**config.mk**
```make
export PLATFORM = sky130hd
export DESIGN_NAME = instr_fetch_unit_flat
export DESIGN_NICKNAME = d
export VERILOG_FILES = /design/src/rtl/instr_fetch_unit_if.sv /design/src/rtl/instr_fetch_unit.sv /design/src/flat_wrapper.sv
export SDC_FILE = /design/constraint.sdc
export NUM_CORES = 1
export LEC_CHECK = 0
export CORE_UTILIZATION = 60
export DETAILED_ROUTE_END_ITERATION = 8
export DONT_BUFFER_PORTS = 1
export PLACE_DENSITY = 0.76
export SLEW_MARGIN = 20
export SYNTH_ARGS = -nofsm -noshare
export SYNTH_HDL_FRONTEND = slang
export SYNTH_SLANG_ARGS = --single-unit
```
**constraint.sdc**
```tcl
create_clock -name clk -period 2 [get_ports clk]
set_input_delay 0.6 -clock clk [delete_from_list [all_inputs] [get_ports clk]]
set_output_delay 0.6 -clock clk [all_outputs]
set_load 0.01 [all_outputs]
```
**src/rtl/instr_fetch_unit_if.sv**
```systemverilog
// -----------------------------------------------------------------------------
// instr_fetch_unit_if
// Instruction memory read handshake between the fetch unit and memory.
//   mem_req   : read request, held high while a read is outstanding
//   mem_addr  : read address, stable while mem_req is high
//   mem_ack   : read acknowledge, mem_rdata valid in the same cycle
//   mem_rdata : read data
// master modport = fetch unit side, slave modport = memory side.
// -----------------------------------------------------------------------------
interface instr_fetch_unit_if #(
    parameter int ADDR_W = 8,
    parameter int DATA_W = 16
);
    logic              mem_req;
    logic [ADDR_W-1:0] mem_addr;
    logic              mem_ack;
    logic [DATA_W-1:0] mem_rdata;

    modport master (
        output mem_req,
        output mem_addr,
        input  mem_ack,
        input  mem_rdata
    );

    modport slave (
        input  mem_req,
        input  mem_addr,
        output mem_ack,
        output mem_rdata
    );
endinterface

```
**src/rtl/instr_fetch_unit.sv**
```systemverilog
// -----------------------------------------------------------------------------
// instr_fetch_unit
// Downstream stage of the S-Machine main state machine. Each rising edge on
// start fetches one 16-bit instruction word from address pc over a req/ack
// handshake, splits it into opcode/operand and pulses done for one cycle.
// Ports:
//   clk, rst_n  : rising-edge clock, asynchronous active-low reset
//   start, pc   : fetch request (edge detected) and fetch address
//   mem         : memory read handshake (master side)
//   instr, opcode, operand, instr_valid : last fetched word and its fields
//   done        : one-cycle completion pulse (also on timeout)
//   busy        : high whenever not idle
//   timeout_err : last fetch aborted because mem_ack never came
//   drop_err    : sticky, a start edge arrived while busy
// -----------------------------------------------------------------------------
module instr_fetch_unit #(
    parameter int ADDR_W  = 8,
    parameter int DATA_W  = 16,
    parameter int TIMEOUT = 15
) (
    input  logic                clk,
    input  logic                rst_n,
    input  logic                start,
    input  logic [ADDR_W-1:0]   pc,
    instr_fetch_unit_if.master  mem,
    output logic [DATA_W-1:0]   instr,
    output logic [3:0]          opcode,
    output logic [11:0]         operand,
    output logic                instr_valid,
    output logic                done,
    output logic                busy,
    output logic                timeout_err,
    output logic                drop_err
);

    typedef enum logic [1:0] {
        S_IDLE   = 2'd0,
        S_REQ    = 2'd1,
        S_DECODE = 2'd2,
        S_DONE   = 2'd3
    } state_t;

    // Last counter value allowed in REQ before giving up on mem_ack.
    localparam logic [7:0] CNT_LAST = 8'(TIMEOUT - 1);

    state_t             state_q, state_d;
    logic               start_q;
    logic [7:0]         cnt_q, cnt_d;
    logic [ADDR_W-1:0]  addr_q, addr_d;
    logic [DATA_W-1:0]  instr_q, instr_d;
    logic [3:0]         opcode_q, opcode_d;
    logic [11:0]        operand_q, operand_d;
    logic               valid_q, valid_d;
    logic               terr_q, terr_d;
    logic               drop_q, drop_d;
    logic               req_q, req_d;
    logic               done_q, done_d;
    logic               busy_q, busy_d;
    logic               start_rise_s;

    assign start_rise_s = start & ~start_q;

    // Next-state and next-output computation for the fetch sequence.
    always_comb begin
        state_d   = state_q;
        cnt_d     = cnt_q;
        addr_d    = addr_q;
        instr_d   = instr_q;
        opcode_d  = opcode_q;
        operand_d = operand_q;
        valid_d   = valid_q;
        terr_d    = terr_q;

        case (state_q)
            S_IDLE: begin
                if (start_rise_s) begin
                    addr_d  = pc;
                    terr_d  = 1'b0;
                    valid_d = 1'b0;
                    cnt_d   = 8'd0;
                    state_d = S_REQ;
                end else begin
                    state_d = S_IDLE;
                end
            end
            S_REQ: begin
                if (mem.mem_ack) begin
                    instr_d = mem.mem_rdata;
                    state_d = S_DECODE;
                end else if (cnt_q == CNT_LAST) begin
                    terr_d  = 1'b1;
                    state_d = S_DONE;
                end else begin
                    cnt_d = cnt_q + 8'd1;
                end
            end
            S_DECODE: begin
                opcode_d  = instr_q[15:12];
                operand_d = instr_q[11:0];
                valid_d   = 1'b1;
                state_d   = S_DONE;
            end
            S_DONE: begin
                state_d = S_IDLE;
            end
            default: begin
                state_d = S_IDLE;
            end
        endcase

        // A start edge seen while busy is only recorded; the fetch continues.
        if (start_rise_s && (state_q != S_IDLE)) begin
            drop_d = 1'b1;
        end else begin
            drop_d = drop_q;
        end

        // Status outputs are registered from the next state so they line up
        // exactly with the state they describe.
        req_d  = (state_d == S_REQ);
        done_d = (state_d == S_DONE);
        busy_d = (state_d != S_IDLE);
    end

    // State and output registers; reset abandons any fetch immediately.
    always_ff @(posedge clk or negedge rst_n) begin
        if (!rst_n) begin
            state_q   <= S_IDLE;
            start_q   <= 1'b0;
            cnt_q     <= 8'd0;
            addr_q    <= '0;
            instr_q   <= '0;
            opcode_q  <= 4'd0;
            operand_q <= 12'd0;
            valid_q   <= 1'b0;
            terr_q    <= 1'b0;
            drop_q    <= 1'b0;
            req_q     <= 1'b0;
            done_q    <= 1'b0;
            busy_q    <= 1'b0;
        end else begin
            state_q   <= state_d;
            start_q   <= start;
            cnt_q     <= cnt_d;
            addr_q    <= addr_d;
            instr_q   <= instr_d;
            opcode_q  <= opcode_d;
            operand_q <= operand_d;
            valid_q   <= valid_d;
            terr_q    <= terr_d;
            drop_q    <= drop_d;
            req_q     <= req_d;
            done_q    <= done_d;
            busy_q    <= busy_d;
        end
    end

    assign mem.mem_req  = req_q;
    assign mem.mem_addr = addr_q;
    assign instr        = instr_q;
    assign opcode       = opcode_q;
    assign operand      = operand_q;
    assign instr_valid  = valid_q;
    assign done         = done_q;
    assign busy         = busy_q;
    assign timeout_err  = terr_q;
    assign drop_err     = drop_q;

endmodule

```
**src/flat_wrapper.sv**
```systemverilog
// flat-port wrapper written by rule: the top's interface ports become plain ports
module instr_fetch_unit_flat 
#(
    parameter int ADDR_W  = 8,
    parameter int DATA_W  = 16,
    parameter int TIMEOUT = 15
)
  (clk, rst_n, start, pc, instr, opcode, operand, instr_valid, done, busy, timeout_err, drop_err, mem_mem_req, mem_mem_addr, mem_mem_ack, mem_mem_rdata);
  instr_fetch_unit_if #(.ADDR_W(ADDR_W), .DATA_W(DATA_W)) mem_i ();
  input  logic clk;
  input  logic rst_n;
  input  logic start;
  input  logic [ADDR_W-1:0] pc;
  output logic [DATA_W-1:0] instr;
  output logic [3:0] opcode;
  output logic [11:0] operand;
  output logic instr_valid;
  output logic done;
  output logic busy;
  output logic timeout_err;
  output logic drop_err;
  output wire logic [$bits(mem_i.mem_req)-1:0] mem_mem_req;
  output wire logic [$bits(mem_i.mem_addr)-1:0] mem_mem_addr;
  input wire logic [$bits(mem_i.mem_ack)-1:0] mem_mem_ack;
  input wire logic [$bits(mem_i.mem_rdata)-1:0] mem_mem_rdata;
  assign mem_mem_req = mem_i.mem_req;
  assign mem_mem_addr = mem_i.mem_addr;
  assign mem_i.mem_ack = mem_mem_ack;
  assign mem_i.mem_rdata = mem_mem_rdata;
  instr_fetch_unit #(.ADDR_W(ADDR_W), .DATA_W(DATA_W), .TIMEOUT(TIMEOUT)) u_core (.clk(clk), .rst_n(rst_n), .start(start), .pc(pc), .mem(mem_i), .instr(instr), .opcode(opcode), .operand(operand), .instr_valid(instr_valid), .done(done), .busy(busy), .timeout_err(timeout_err), .drop_err(drop_err));
endmodule
```
==> results of run 1 <==
==> cells by family (layout without fill, tap and decap cells) <==
kind of cell | count (synthesis) | after routing
adders and majority gates | 2 | 2
buffers and inverters | 13 | 23
DFF | 57 | 57
xor gates and xnor gates | 3 | 3
AOI/OAI and AO/OA | 18 | 18
and+or+nand+nor | 104 | 104
muxes | 17 | 17
==> synthesized netlist by cell type, drive strengths merged, types with 3 or more instances <==
cell type,number,area share
nand2,79,0.13
dfrtp,57,0.61
mux2,16,0.077
nor2,8,0.014
clkbuf,6,0.0096
buf,5,0.014
o21ai,4,0.0086
a31oi,3,0.0080
nand3,3,0.0064
xnor2,3,0.011
==> flip-flops by register name, indices dropped and copies added, names as in the netlist <==
| signal | count |
|---|---|
| u_core.busy | 1 |
| u_core.cnt_q | 8 |
| u_core.done | 1 |
| u_core.drop_err | 1 |
| u_core.instr | 16 |
| u_core.instr_valid | 1 |
| u_core.mem.mem_addr | 8 |
| u_core.mem.mem_req | 1 |
| u_core.opcode | 4 |
| u_core.operand | 12 |
| u_core.start_q | 1 |
| u_core.state_q | 2 |
| u_core.timeout_err | 1 |
==> repair_timing <==
item,4_1_cts,5_1_grt
hold endpoints to repair,57,0
endpoints found under the setup margin,0,0
hold buffers,1,0
==> power groups by stage <==
stage	logic [mW]	clock network, mW	registers [mW]
6_report	1.03	0.896	2.26
4_1_cts	1.04	0.913	2.26
5_1_grt	1.17	0.966	2.32
3_3_place_gp	0.929	0	2.25
2_1_floorplan	0.824	0	2.16
3_5_place_dp	1.01	0	2.28
==> worst max-delay path by stage <==
| stage | endpoint | startpoint |
|---|---|---|
| floorplan | u_core.cnt_q[7]$_DFFE_PN0P_ | start |
| global placement | u_core.cnt_q[7]$_DFFE_PN0P_ | start |
| detailed placement | u_core.cnt_q[7]$_DFFE_PN0P_ | start |
| CTS | u_core.cnt_q[4]$_DFFE_PN0P_ | u_core.cnt_q[4]$_DFFE_PN0P_ |
| global route | u_core.cnt_q[4]$_DFFE_PN0P_ | u_core.cnt_q[5]$_DFFE_PN0P_ |
| finish | u_core.cnt_q[4]$_DFFE_PN0P_ | u_core.cnt_q[5]$_DFFE_PN0P_ |
==> stage by stage <==
stage	std cells	setup WS, ns
floorplan	214	0.152
global placement	257	0.212
finish	272	0.272
global route	272	0.151
detailed placement	257	0.205
CTS	272	0.282
==> routing by layer <==
metal  up-vias  GRT usage  part of all wire
met4         0      0.125             0.021
met1       766      0.292              0.42
met5         -          0                 0
li1        712          -                 -
met2        70      0.384              0.48
met3        11     0.0714             0.069
==> cell type report <==
cell class | count | area share
multi-input cells | 144 | 0.328
inverters | 2 | 0.00292
well taps | 48 | 0.0233
clock buffers | 14 | 0.0632
flip-flops and latches | 57 | 0.554
repair buffers | 7 | 0.0282
==> flow_summary_export.csv, run 1 <==
group,metric,value,unit
layout,nFillCells,266,
floorplan,ios,74,
clock_tree,clock_sinks,57,
global_route,grt_pass1_wl,7310,um
yosys,synthMuxAreaShare,0.0815,
critical_path,cp_slowest_cell,"dfrtp_1",
critical_path,reg2regPathDepth,4,
layout,area_growth,10.2,%
power_and_ir_drop,swShare,0.372,
floorplan,core,0.00369,mm2
layout,multi_input_area,845,um2
global_route,antenna_found_initial,0,
route,wirelength,4490,um
timing,finalHoldViolCount,0,
critical_path,endpoint_kind,"register",
layout,drive_above_1_share,0.179,
route,viasPerCell,5.73,
clock_tree,clk_path_buf_depth,2,
power_and_ir_drop,combPwrFrac,0.246,
route,vias,1559,
critical_path,crit_type,"reg -> reg",
yosys,synth-edff-count,0,
yosys,synth_xor_area_frac,0.0113,
timing,worst_pin_slew,0.763,ns
critical_path,crit_buf_inv,0,
clock_tree,cts.reportedPaths.clkPinSlew,0.06,ns
timing,finalSetupViolCount,0,
power_and_ir_drop,p_per_area,1630,mW/mm2
layout,final_util,0.698,
route,wl_per_cell,16.5,um
floorplan,die_area,0.00414,mm2
critical_path,worstPathArrival,1.94,ns
route,firstDrtPassIters,5,
layout,mostFrequentLayoutCells,"79 x nand2_1, 57 x dfrtp_1, 16 x mux2_2",
clock_tree,clock_latency,0.32,ns
layout,seq_area,0.00143,mm2
yosys,syn-num-nets,244,
yosys,ys_seq_elements,57,
critical_path,required,2.22,ns
critical_path,critical_path.top_delay_family,"simple AND/OR/NAND/NOR gates",
layout,final_area,0.00257,mm2
global_route,grtUsageTotal,0.240,
clock_tree,cts_root_buf,"clkbuf_8",
layout,nets,251,
yosys,ys_seq_area_frac,0.611,
critical_path,r2r_setup_slack,0.27,ns
clock_tree,cts_setup_buffers,0,
global_route,grt_pass1_vias,1691,
yosys,yosys.area_share.adder,0.0107,
floorplan,die_w,64.4,um
clock_tree,cts_tree,"yes",
timing,finalSetupTns,0,ns
floorplan,die_h,64.4,um
placed_design,port_buffers,0,
yosys,synthCells,214,
yosys,synthArstFlopShare,1.00,
critical_path,reg2reg_from,"u_core.cnt_q[5]$_DFFE_PN0P_",
power_and_ir_drop,seqPwrFrac,0.540,
critical_path,worstReg2RegEnd,"u_core.cnt_q[4]$_DFFE_PN0P_",
route,ant_nets,0,
run,maxCapViolations,0,
layout,final_common_cell,"nand2_1",
critical_path,cp_max_fo,5,
power_and_ir_drop,p_sw,1.56,mW
global_route,overflow,0,
power_and_ir_drop,clkPwrFrac,0.214,
floorplan,start_util,0.633,
yosys,synth_simple_gate_area_frac,0.195,
timing,slew_viol_final,0,
power_and_ir_drop,peakVddDrop,0.847,mV
critical_path,worst_path_largest_cell_delay,0.44,ns
placed_design,hpwl,3100,um
outcome,status,"complete, no violations",
route,drc,0,
timing,rsz0062_at_grt,"false",
layout,num_antenna_cells,0,
power_and_ir_drop,p_leak,1.24,nW
yosys,synthesis.area,0.00233,mm2
critical_path,path_cells,"nor4_2 -> a31oi_1 -> or3b_1 -> a21o_1",
floorplan,rows,22,
timing,fmax,0.579,GHz
clock_tree,htreeDepth,3,
critical_path,path_depth,4,
placed_design,place.gp.congestion,0.825,
global_route,grt_max_degree,58,
critical_path,start_kind,"register",
yosys,synth_compound_area_frac,0.0638,
yosys,synth_top_family_by_area,"simple AND/OR/NAND/NOR gates",
yosys,synth-main-ff-cell,"dfrtp_1",
placed_design,dpl-instance-area,0.00238,mm2
route,drtIter0Drc,78,
timing,hold_ws,0.141,ns
yosys,synthDistinctLibCells,39,
power_and_ir_drop,p_int,2.63,mW
clock_tree,cts_buffers,9,
timing,period_minus_slack,1.73,ns
timing,timing.slew.headroom,0.491,
timing,timing.final.crit_share,0.864,
worst_hold_path,hold_class,"in -> async",
clock_tree,post_cts_resized,0,
power_and_ir_drop,finalPower,4.19,mW
yosys,ys_warn_count,0,
yosys,syn_area_per_cell,10.9,um2
timing,fin_skew,0.00460,ns
(Power assumes the default switching activity.)
==> inputs of run 2 (changes only) <==
--- a/config.mk
+++ b/config.mk
@@ -6,6 +6,7 @@
 export NUM_CORES = 1
 export LEC_CHECK = 0
 export CORE_UTILIZATION = 60
+export CTS_CLUSTER_DIAMETER = 80
 export DETAILED_ROUTE_END_ITERATION = 8
 export DONT_BUFFER_PORTS = 1
 export PLACE_DENSITY = 0.76
==> results of run 2 <==
Same layout as run 1: the final DEF is identical, and so are final timing and power.
==> patch (settings of run 2) <==
`ADDR_W` is set to 8 in 3 places; all go to 7.
--- a/src/rtl/instr_fetch_unit_if.sv
+++ b/src/rtl/instr_fetch_unit_if.sv
@@ -10,3 +10,3 @@
 interface instr_fetch_unit_if #(
-    parameter int ADDR_W = 8,
+    parameter int ADDR_W = 7,
     parameter int DATA_W = 16
--- a/src/rtl/instr_fetch_unit.sv
+++ b/src/rtl/instr_fetch_unit.sv
@@ -16,3 +16,3 @@
 module instr_fetch_unit #(
-    parameter int ADDR_W  = 8,
+    parameter int ADDR_W  = 7,
     parameter int DATA_W  = 16,
--- a/src/flat_wrapper.sv
+++ b/src/flat_wrapper.sv
@@ -3,3 +3,3 @@
 #(
-    parameter int ADDR_W  = 8,
+    parameter int ADDR_W  = 7,
     parameter int DATA_W  = 16,
Interface: changed (resized mem_mem_addr and pc); port bits go from 74 to 72. No check against the original RTL was run, so the function may have changed too.
==> patch against run 2 <==
  * Synthesized area decreased by 2.9%
  * Worst hold slack better by 0.0025 ns
  * Utilization is 0.35 points higher
  * Power fell by 9.9%
  * Final area down 5.5%
  * Wire length down 14%
  * Sequential cell count shrank 1
  * Synthesized cell count shrank 21%
  * First-iteration DRC count shrank 18%
  * Setup slack got worse by 0.053 ns
  * Largest cell class unchanged
==> patch: results (changes against run 2) <==
Layout
  – Finished Layout Cells: 219 (-19%)
  – # diodes: 0 (unchanged)
  – Filler Cells Inserted: 264 (-0.75%)
  – Register Area: 1400 um^2 (-1.8%)
  – Share of cells above drive strength 1: 26.6% (+8.7 points)

Synth
  – Synth warn: 0 (unchanged)
  – Synth top cells by count: dfrtp_1 (56), mux2_2 (32), nand2_1 (30), mux2i_1 (8)
  – Synth top area cells: dfrtp_1 (62%), mux2_2 (16%), nand2_1 (5.0%)
  – Sequential share of the synthesized area: 61.8% (+0.75 points)
  – Synth cell types: 31 (-21%)
  – Syn avg cell area: 13.5 um^2 (+24%)

Placed design
  – Placed cell areas: 2300 um^2 (-3.6%)
  – Pre-CTS setup slack: 0.171 ns (-0.0339 ns)
  – Placer's final routability congestion estimate: 0.770 (-6.7%)
  – Post-detail-place hpwl: 2730 um (-12%)
  – DP Cell Count: 210 (-18%)

Critical path
  – CP max FO: 20 (+15)
  – Launch point of the critical path: u_core.state_q[1]$_DFF_PN0_
  – Worst r2r path cells: 3 (-1)
  – Worst path slowest cell: or4b_1

Power
  – Lkg Pwr: 1.18 nW (-5.3%)
  – Maximum vdd ir drop: 1.10 mV (+29%)

Clock tree
  – Clock Latency Late Sink: 0.29 ns (-0.03 ns)
  – Worst-path clk slew: 0.09 ns (+0.03 ns)
  – H-tree depth: 2 (-1)
  – Total CTS buffers: 5 (-4)

STA
  – Final WS setup: 0.219 ns (-0.0529 ns)
  – Max transition margin: 58.3% (+9.2 points)
  – Min Hold Slack: 0.143 ns (+0.00249 ns)
  – Clock skew: 0.00370 ns (-0.000896 ns)

Global route
  – Pin count of the biggest net entering global routing: 57 (-1.7%)
  – Vias in the first global route: 1442 (-15%)

Outcome
  – Outcome: finished, final reports clean

Detailed routing
  – Via/cell ratio: 5.90 (+2.9%)
  – WL per Instance: 17.6 um (+7.0%)
patch: cell families after synthesis:
group	count (synthesis)	synth area share, %
buf+inv	7	2.10
fa+ha+maj	2	1.10
compound gates	10	3.26
flops	56	61.8
mux	40	19.4
simple gates	53	12.3
patch: layer usage:
metal,vias up,wire (um),GRT usage [%]
li1,581,-,-
met1,651,1460,23.9
met2,58,2050,37.1
met3,2,343,7.97
met4,0,8,6.53
met5,-,0,0
patch: power by group:
part           switching (mW)  total (mW)  internal [mW]  leakage (nW)
sequential              0.589        2.20           1.62         0.686
clock                   0.333       0.705          0.372        0.0552
combinational           0.355       0.860          0.506         0.438
total                    1.28        3.77           2.49          1.18
patch: cell type report:
cell class              instances  area share (%)
inverters                       1           0.154
repair buffers                  3            1.75
multi-input cells             105            33.7
well taps                      46            2.37
clock buffers                   6            2.98
clock inverters                 2            1.44
flip-flops and latches         56            57.6
patch: timing repair:
action                                  CTS  global route
endpoints found under the setup margin    0             0
hold buffers                              1             0
hold endpoints to repair                 56             0
